### src/rtl/cpu_07_11_pkg.sv
// cpu_07_11_pkg: shared widths, HALT opcode, fetch queue entry and fetch FSM state types
package cpu_07_11_pkg;
  localparam int ADDR_W = 4;
  localparam int INST_W = 8;
  localparam int OPC_W = 4;
  localparam logic [OPC_W-1:0] OP_HALT = 4'hF;
  typedef struct packed {
    logic [ADDR_W-1:0] pc;
    logic [INST_W-1:0] inst;
  } fetch_entry_t;
  typedef enum logic [1:0] {RUN, HALT_PEND, HALTED} fetch_state_t;
endpackage

### src/rtl/fetch_queue.sv
// fetch_queue: 2-entry prefetch FIFO of {pc, inst}; flush drops every entry
module fetch_queue
  import cpu_07_11_pkg::*;
(
  input  logic         clk,
  input  logic         rst,
  input  logic         push,
  input  logic         pop,
  input  logic         flush,
  input  fetch_entry_t din,
  output logic         full,
  output logic         empty,
  output fetch_entry_t head
);
  fetch_entry_t mem_q [2];
  logic wr_q, rd_q;
  logic [1:0] count_q;
  // pointers and occupancy; flush wins over a concurrent push/pop
  always_ff @(posedge clk or posedge rst) begin
    if (rst) begin
      wr_q <= 1'b0;
      rd_q <= 1'b0;
      count_q <= 2'd0;
    end else if (flush) begin
      wr_q <= 1'b0;
      rd_q <= 1'b0;
      count_q <= 2'd0;
    end else begin
      wr_q <= wr_q ^ push;
      rd_q <= rd_q ^ pop;
      count_q <= count_q + {1'b0, push} - {1'b0, pop};
    end
  end
  // storage needs no reset: only slots counted as occupied are ever read
  always_ff @(posedge clk) begin
    if (push) mem_q[wr_q] <= din;
  end
  assign full = count_q == 2'd2;
  assign empty = count_q == 2'd0;
  assign head = mem_q[rd_q];
endmodule

### src/rtl/instr_fetch_unit.sv
// instr_fetch_unit: PC, ROM fetch into a 2-entry prefetch queue, redirect flush; HALT support under PC_HALT_EN
module instr_fetch_unit
  import cpu_07_11_pkg::*;
(
  input  logic              clock,
  input  logic              reset,
  output logic [ADDR_W-1:0] instMemAddrBus,
  input  logic [INST_W-1:0] instMemDataBus,
  input  logic              branchTaken,
  input  logic [ADDR_W-1:0] branchTarget,
  output logic              instValid,
  input  logic              instReady,
  output logic [OPC_W-1:0]  opcode,
  output logic [ADDR_W-1:0] operand,
  output logic [ADDR_W-1:0] instPc,
  output logic              halted
);
  logic [ADDR_W-1:0] pc_q, pc_d;
  fetch_state_t state_q, state_d;
  logic full, empty, pop, push, redirect;
  fetch_entry_t head, din;
  // arbitration: redirect beats push; a full queue may still push when popping
  always_comb begin
    redirect = branchTaken & (state_q == RUN);
    pop = instValid & instReady;
    push = (state_q == RUN) & ~redirect & (~full | pop);
    pc_d = redirect ? branchTarget : push ? pc_q + 1'b1 : pc_q;
`ifdef PC_HALT_EN
    state_d = (state_q == RUN && push && instMemDataBus[INST_W-1 -: OPC_W] == OP_HALT) ? HALT_PEND :
              (state_q == HALT_PEND && pop && head.inst[INST_W-1 -: OPC_W] == OP_HALT) ? HALTED : state_q;
`else
    state_d = RUN;
`endif
  end
  // PC and fetch state registers
  always_ff @(posedge clock or posedge reset) begin
    if (reset) begin
      pc_q <= '0;
      state_q <= RUN;
    end else begin
      pc_q <= pc_d;
      state_q <= state_d;
    end
  end
  assign din = '{pc: pc_q, inst: instMemDataBus};
  fetch_queue u_queue (
    .clk(clock), .rst(reset), .push(push), .pop(pop), .flush(redirect),
    .din(din), .full(full), .empty(empty), .head(head)
  );
  assign instMemAddrBus = pc_q;
  assign instValid = ~empty;
  assign opcode = instValid ? head.inst[INST_W-1 -: OPC_W] : '0;
  assign operand = instValid ? head.inst[ADDR_W-1:0] : '0;
  assign instPc = instValid ? head.pc : '0;
  assign halted = state_q == HALTED;
endmodule

### config.mk
export PLATFORM = sky130hd
export DESIGN_NAME = instr_fetch_unit
export DESIGN_NICKNAME = d
export VERILOG_FILES = /design/src/rtl/cpu_07_11_pkg.sv /design/src/rtl/fetch_queue.sv /design/src/rtl/instr_fetch_unit.sv
export SDC_FILE = /design/constraint.sdc
export NUM_CORES = 1
export LEC_CHECK = 0
export ABC_AREA = 1
export ABC_CLOCK_PERIOD_IN_PS = 2200
export BUFFER_PORTS_ARGS = -buffer_cell sky130_fd_sc_hd__buf_2
export CORE_UTILIZATION = 52
export DETAILED_ROUTE_END_ITERATION = 6
export GPL_ROUTABILITY_DRIVEN = 1
export PLACE_DENSITY = 0.75
export SKIP_LAST_GASP = 1
export SLEW_MARGIN = 20
export SYNTH_ARGS = -nofsm -noshare
export SYNTH_HDL_FRONTEND = slang
export SYNTH_SLANG_ARGS = --single-unit
### constraint.sdc
create_clock -name clock -period 2.2 [get_ports clock]
set_clock_uncertainty 0.15 [all_clocks]
set_input_delay 0.44 -clock clock [delete_from_list [all_inputs] [get_ports clock]]
set_output_delay 0.44 -clock clock [all_outputs]
set_load 0.01 [all_outputs]
==> run metrics, run 1 <==
outcome=completed; R2R Setup Slk=0.49 ns; worst vdd ir=0.730 mV; Hold Fails Final Rpt=0; antenna diode count=0; row count=18; Die Ht=roughly 55 um; WP data arrival=1.40 ns; CTS sink count=32; Remaining Overflow, GRT=0; syn nets=158; Synthesis Warnings=0; worst r2r src=u_queue.count_q[1]; count of cell types in the netlist=20; antenna violations before repair=0; Critical Path RT=between 1.5 and 2 ns; largest family of logic cells by synthesized area=simple AND/OR/NAND/NOR gates; worst hold endpoint=u_queue.mem_q[1][0]; DR vias/cell=4.85; Crit Path Category=flop to primary output; Longest Clk Path Bufs=2; largest net degree at the start of global routing=15; worst setup margin=about 0.21 ns; post-synthesis xor/xnor area fraction=0%; placed inst area=1630 um^2; complex-gate fraction of the synthesized area=under 10%; Die W=54.7 um; slowest stage cell, crit path=dfrtp_1; area delta synth->final=18.0%; Starting DRT DRC Count=10; #FFs+latches synth=32; vias in the first global route=871; Post-Route WL=2380 um; Port Buffers=32; Setup-failing EPs final=0; Tcrit/Tclk final=90.6%; routed len/inst=roughly 12 um; Max Fclk=around 500 MHz; Bufs and invs on worst path=2; # Post-CTS Setup Buffers=0; layout cells sized above 1=between 20 and 30%; Top Family by Delay on Critical Path=buffers and inverters; DRT Pass-1 Iters=4; fin area=1700 um^2; number of max-cap violations=0; Post-Syn Area per Cell=10.5 um^2; Setup crit end kind=primary output; Clk Latency, worst-skew pair=between 0.3 and 0.4 ns; Seq/Total Area, Yosys=63.8%; cell-by-cell trace of the critical path=inv_1 -> nand2_1 -> a21oi_1 -> buf_2; max incr delay on CP=between 0.3 and 0.4 ns; HP Start=instMemDataBus[0]; pre-CTS worst setup slack=0.412 ns; Die ar.=2990 um^2; Critical Path Start Type=flop; synthesized area=1440 um^2; vias post-DR=1000; Worst-path clk slew=roughly 0.090 ns; PD cells=1060 nW/um^2; first-pass GRT wire length=about 3800 um; DP HPWL=1730 um; RSZ-0062 raised after global routing=no; mux share of post-synthesis cell area=0%; Mapped Cells=roughly 140; power after layout=1810 uW; CTS tree=built; worst min path class=primary input to flop; root buf cell=clkbuf_4; Pleak=approximately 0.00080 uW; hold_ws=0.154 ns; Antenna Nets Post-Route=0; I/O pin cnt=34; Starting Density=56.7%; Final Critical Period=1.99 ns; Final nets=196; CTS buffer count=5; setup TNS=0 ns; FF-to-FF End=u_queue.mem_q[0][4]; detailed-route DRC error count=0; gr usage total=between 15 and 20%; hold depth=1; Post-Synth Adder-Cell Area=4.34%; routability-driven placement congestion ratio=0.703; worst-case reg-to-reg path depth=3; worst-path maximum fanout=13; H-Tree Depth=2; Final Max Tran Viols=0; area fraction in and, or, nand and nor cells after synthesis=a little under a fifth; Core ar.=about 2500 um^2
-- through the flow --
step	cells	util, %
2_1_floorplan	137	-
3_5_place_dp	197	64.1
4_1_cts	206	66.9
3_3_place_gp	197	64.1
6_report	206	66.9
5_1_grt	206	66.9
-- area by class of cell --
cell class | instances | area (um^2)
Multi-Input combinational cell | 84 | 424
Sequential cell | 32 | 921
Timing Repair Buffer | 37 | 200
Inverter | 15 | 58.8
Clock buffer | 6 | 51.3
Clock inverter | 2 | 10.0
Tap cell | 30 | 37.5
Fill cell | 206 | 842
-- where the power goes --
group,internal (uW),total (uW),switching (uW)
combinational,248,615,367
sequential,774,861,86.2
clock,152,335,183
total,1170,1810,637
-- cells by family (layout without fill, tap and decap cells) --
group,count (synthesis),count (layout)
adder cells (fa/ha/maj),5,5
buffers and inverters,21,60
other,1,1
AO/OA/AOI/OAI,18,18
AND/OR/NAND/NOR,60,60
flip-flops,32,32
-- how the worst max path moves through the flow --
stage / from / endpoint / cells after the start
2_1_floorplan: branchTaken / u_queue.mem_q[0][0] / 3
3_3_place_gp: instReady / u_queue.mem_q[0][4] / 5
3_5_place_dp: instReady / u_queue.mem_q[0][7] / 5
4_1_cts: u_queue.rd_q / instPc[2] / 4
5_1_grt: u_queue.rd_q / instPc[2] / 4
6_report: u_queue.rd_q / instPc[2] / 4
-- repair_timing --
action,4_1_cts,5_1_grt
gates resized for setup,0,0
endpoints found under the hold margin,8,0
hold buffers,1,0
setup endpoints to repair,0,0
-- state kept, by name, indices dropped and copies added, names as in the netlist --
name	cells
u_queue.mem_q	24
u_queue.count_q	2
u_queue.wr_q	1
instMemAddrBus	4
u_queue.rd_q	1
-- layout by cell type (no fill, tap or decap), drive strengths merged --
| cell | synthesis | layout |
|---|---|---|
| conb | 1 | 1 |
| dlygate4sd3 | 0 | 1 |
| dfrtp | 8 | 8 |
| nor3 | 1 | 1 |
| clkinv | 0 | 2 |
| a21oi | 14 | 14 |
| or2 | 1 | 1 |
| nand4 | 3 | 3 |
| nand3 | 5 | 5 |
| ha | 5 | 5 |
| edfxtp | 24 | 24 |
| clkbuf | 0 | 6 |
| inv | 15 | 15 |
| buf | 6 | 36 |
| nor2 | 7 | 7 |
| nand2 | 43 | 43 |
| o21ai | 4 | 4 |
-- layer usage --
metal / GRT usage, % / wire, um
met5: 0 / 0
met4: 8.55 / 43
met3: 9.17 / 130
met2: 33.3 / 1210
met1: 19.7 / 993
-- Yosys cell counts --
cell | number | area (um^2)
a21oi_1 | 14 | 70.1
buf_2 | 4 | 20.0
buf_4 | 1 | 7.51
buf_6 | 1 | 11.3
conb_1 | 1 | 3.75
dfrtp_1 | 8 | 200
edfxtp_1 | 24 | 721
ha_1 | 5 | 62.6
inv_1 | 14 | 52.6
inv_4 | 1 | 6.26
nand2_1 | 43 | 161
nand3_1 | 4 | 20.0
nand3_2 | 1 | 10.0
nand4_1 | 3 | 18.8
nor2_1 | 4 | 15.0
nor2_2 | 1 | 6.26
nor2_4 | 2 | 22.5
nor3_1 | 1 | 5.00
o21ai_0 | 4 | 20.0
or2_4 | 1 | 8.76
Note: power is estimated with default switching activity, not from simulation.
==> run 2, diff against run 1 <==
- CORE_UTILIZATION: 52 -> 55
- CTS_BUF_LIST: default -> sky130_fd_sc_hd__clkbuf_8
- PLACE_DENSITY: 0.75 -> 0.78
==> run metrics, run 2 (synthesis results as in run 1) <==
Setup crit end kind=primary output; Clk pwr share=21.4%; CTS tree=built; R2R Setup Slk=0.51 ns; HP Start=instMemDataBus[6]; post_cts resized=0; worst r2r src=u_queue.count_q[1]; hold depth=1; internal cell power=roughly 1200 uW; grt met1 use=23.2%; combinational share of power=about a third; DP Cell Count=197; routability-driven placement congestion ratio=0.705; commonest non-fill, non-tap cell in the layout=nand2_1; vias in the first global route=904; # fillers=192; Worst-path clk slew=about 0.06 ns; setup TNS=0 ns; Die Ht=around 53 um; Core ar.=2480 um^2; row count=18; DRT Pass-1 Iters=4; Seq pwr share=45.5%; power after layout=1880 uW; Non-Filler Instances=206; H-Tree Depth=2; Hold Fails Final Rpt=0; worst-case reg-to-reg path depth=3; routed len/inst=11.7 um; layout cells sized above 1=27.3%; worst min path class=primary input to flop; Tcrit/Tclk final=89.7%; Critical Path Start Type=flop; I/O pin cnt=34; Reg with most FFs=u_queue.mem_q; Final Max Tran Viols=0; Port Buffers=32; DR vias/cell=4.96; Final nets=196; Pleak=0.000812 uW; Antenna Nets Post-Route=0; FF-to-FF End=u_queue.mem_q[1][1]; Max Fclk=507 MHz; vias post-DR=between 1000 and 1500; Sw Share=34.4%; detailed-route DRC error count=0; worst-path maximum fanout=13; antenna diode count=0; Post-Route WL=2420 um; Longest Clk Path Bufs=2; gr usage total=between 20% and 30%; Sw Pwr=around 650 uW; Starting DRT DRC Count=12; Die W=about 53 um; CTS buffer count=5; worst vdd ir=about 0.9 mV; Most Crowded Layer GR=met2; worst hold endpoint=u_queue.mem_q[1][6]; # Post-CTS Setup Buffers=0; Final Critical Period=1.97 ns; Remaining Overflow, GRT=0; WP data arrival=around 1.4 ns; Crit Path Category=flop to primary output; Starting Density=58.2%; DP HPWL=roughly 1700 um; first-pass GRT wire length=just under 4000 um; antenna violations before repair=0; outcome=completed; grt met3 use=8.91%; most frequent cells in the layout=nand2_1, buf_2, edfxtp_1; Critical Path RT=1.61 ns; Clk Latency, worst-skew pair=0.28 ns; largest net degree at the start of global routing=15; Setup-failing EPs final=0; PD cells=1090 nW/um^2; root buf cell=clkbuf_8; max FFs per register=24; met2 Use GR=34.0%; Die ar.=2830 um^2; number of max-cap violations=0; hold_ws=0.200 ns; CTS sink count=32; RSZ-0062 raised after global routing=no; area delta synth->final=19.4%
-- run 2: cell count changes in the layout (fill, tap and decap cells not counted), sizes merged --
cell / before / now
inv: 15 / 17
clkbuf: 6 / 5
clkinv: 2 / 1
-- run 2: worst max-delay path by stage --
stage / startpoint / cells after the start / slack, ns / end
floorplan: branchTaken / 3 / 0.42 / u_queue.mem_q[0][0]
global placement: instReady / 5 / 0.48 / u_queue.mem_q[0][6]
detailed placement: branchTaken / 4 / 0.43 / u_queue.mem_q[0][6]
CTS: u_queue.rd_q / 4 / 0.19 / instPc[2]
global route: u_queue.rd_q / 4 / 0.09 / instPc[2]
finish: u_queue.rd_q / 4 / 0.23 / instPc[2]
-- run 2: stage by stage --
stage / cell area [um^2] / setup WS [ns] / utilization, %
3_3_place_gp: 1630 / 0.483 / 65.9
6_report: 1720 / 0.227 / 69.5
2_1_floorplan: 1440 / 0.416 / -
3_5_place_dp: 1630 / 0.435 / 65.9
4_1_cts: 1720 / 0.192 / 69.5
5_1_grt: 1720 / 0.0889 / 69.5
-- run 2: area by class of cell --
class	count	area, um^2	share of cell area (%)
Inverter	15	58.8	3.41
Clock buffer	5	68.8	3.99
Clock inverter	3	12.5	0.726
Multi-Input combinational cell	84	424	24.6
Timing Repair Buffer	37	200	11.6
Sequential cell	32	921	53.4
Tap cell	30	37.5	2.18
-- run 2: power groups by stage --
stage / clock network (uW) / registers (uW) / logic, uW
after CTS: 415 / 857 / 635
after floorplan: 0 / 857 / 423
final: 403 / 857 / 624
after detailed placement: 0 / 869 / 630
after global routing: 440 / 873 / 718
after global placement: 0 / 866 / 608
-- run 2: routing by layer --
metal	wire [um]	vias up	part of all wire, %
met4	29	0	1.2
met2	1260	27	52
met3	126	3	5.2
met5	0	-	0
met1	1000	466	41
li1	-	525	-
-- run 2: what timing repair did --
item / CTS / global route
hold buffers: 1 / 0
hold endpoints to repair: 8 / 0
setup endpoints to repair: 0 / 0
-- run 2: worst max-delay path: stages (launching register included) --
cell and delay (ns):
dfrtp_1 0.37, inv_1 0.30, nand2_1 0.10, a21oi_1 0.18
buf_2 0.16
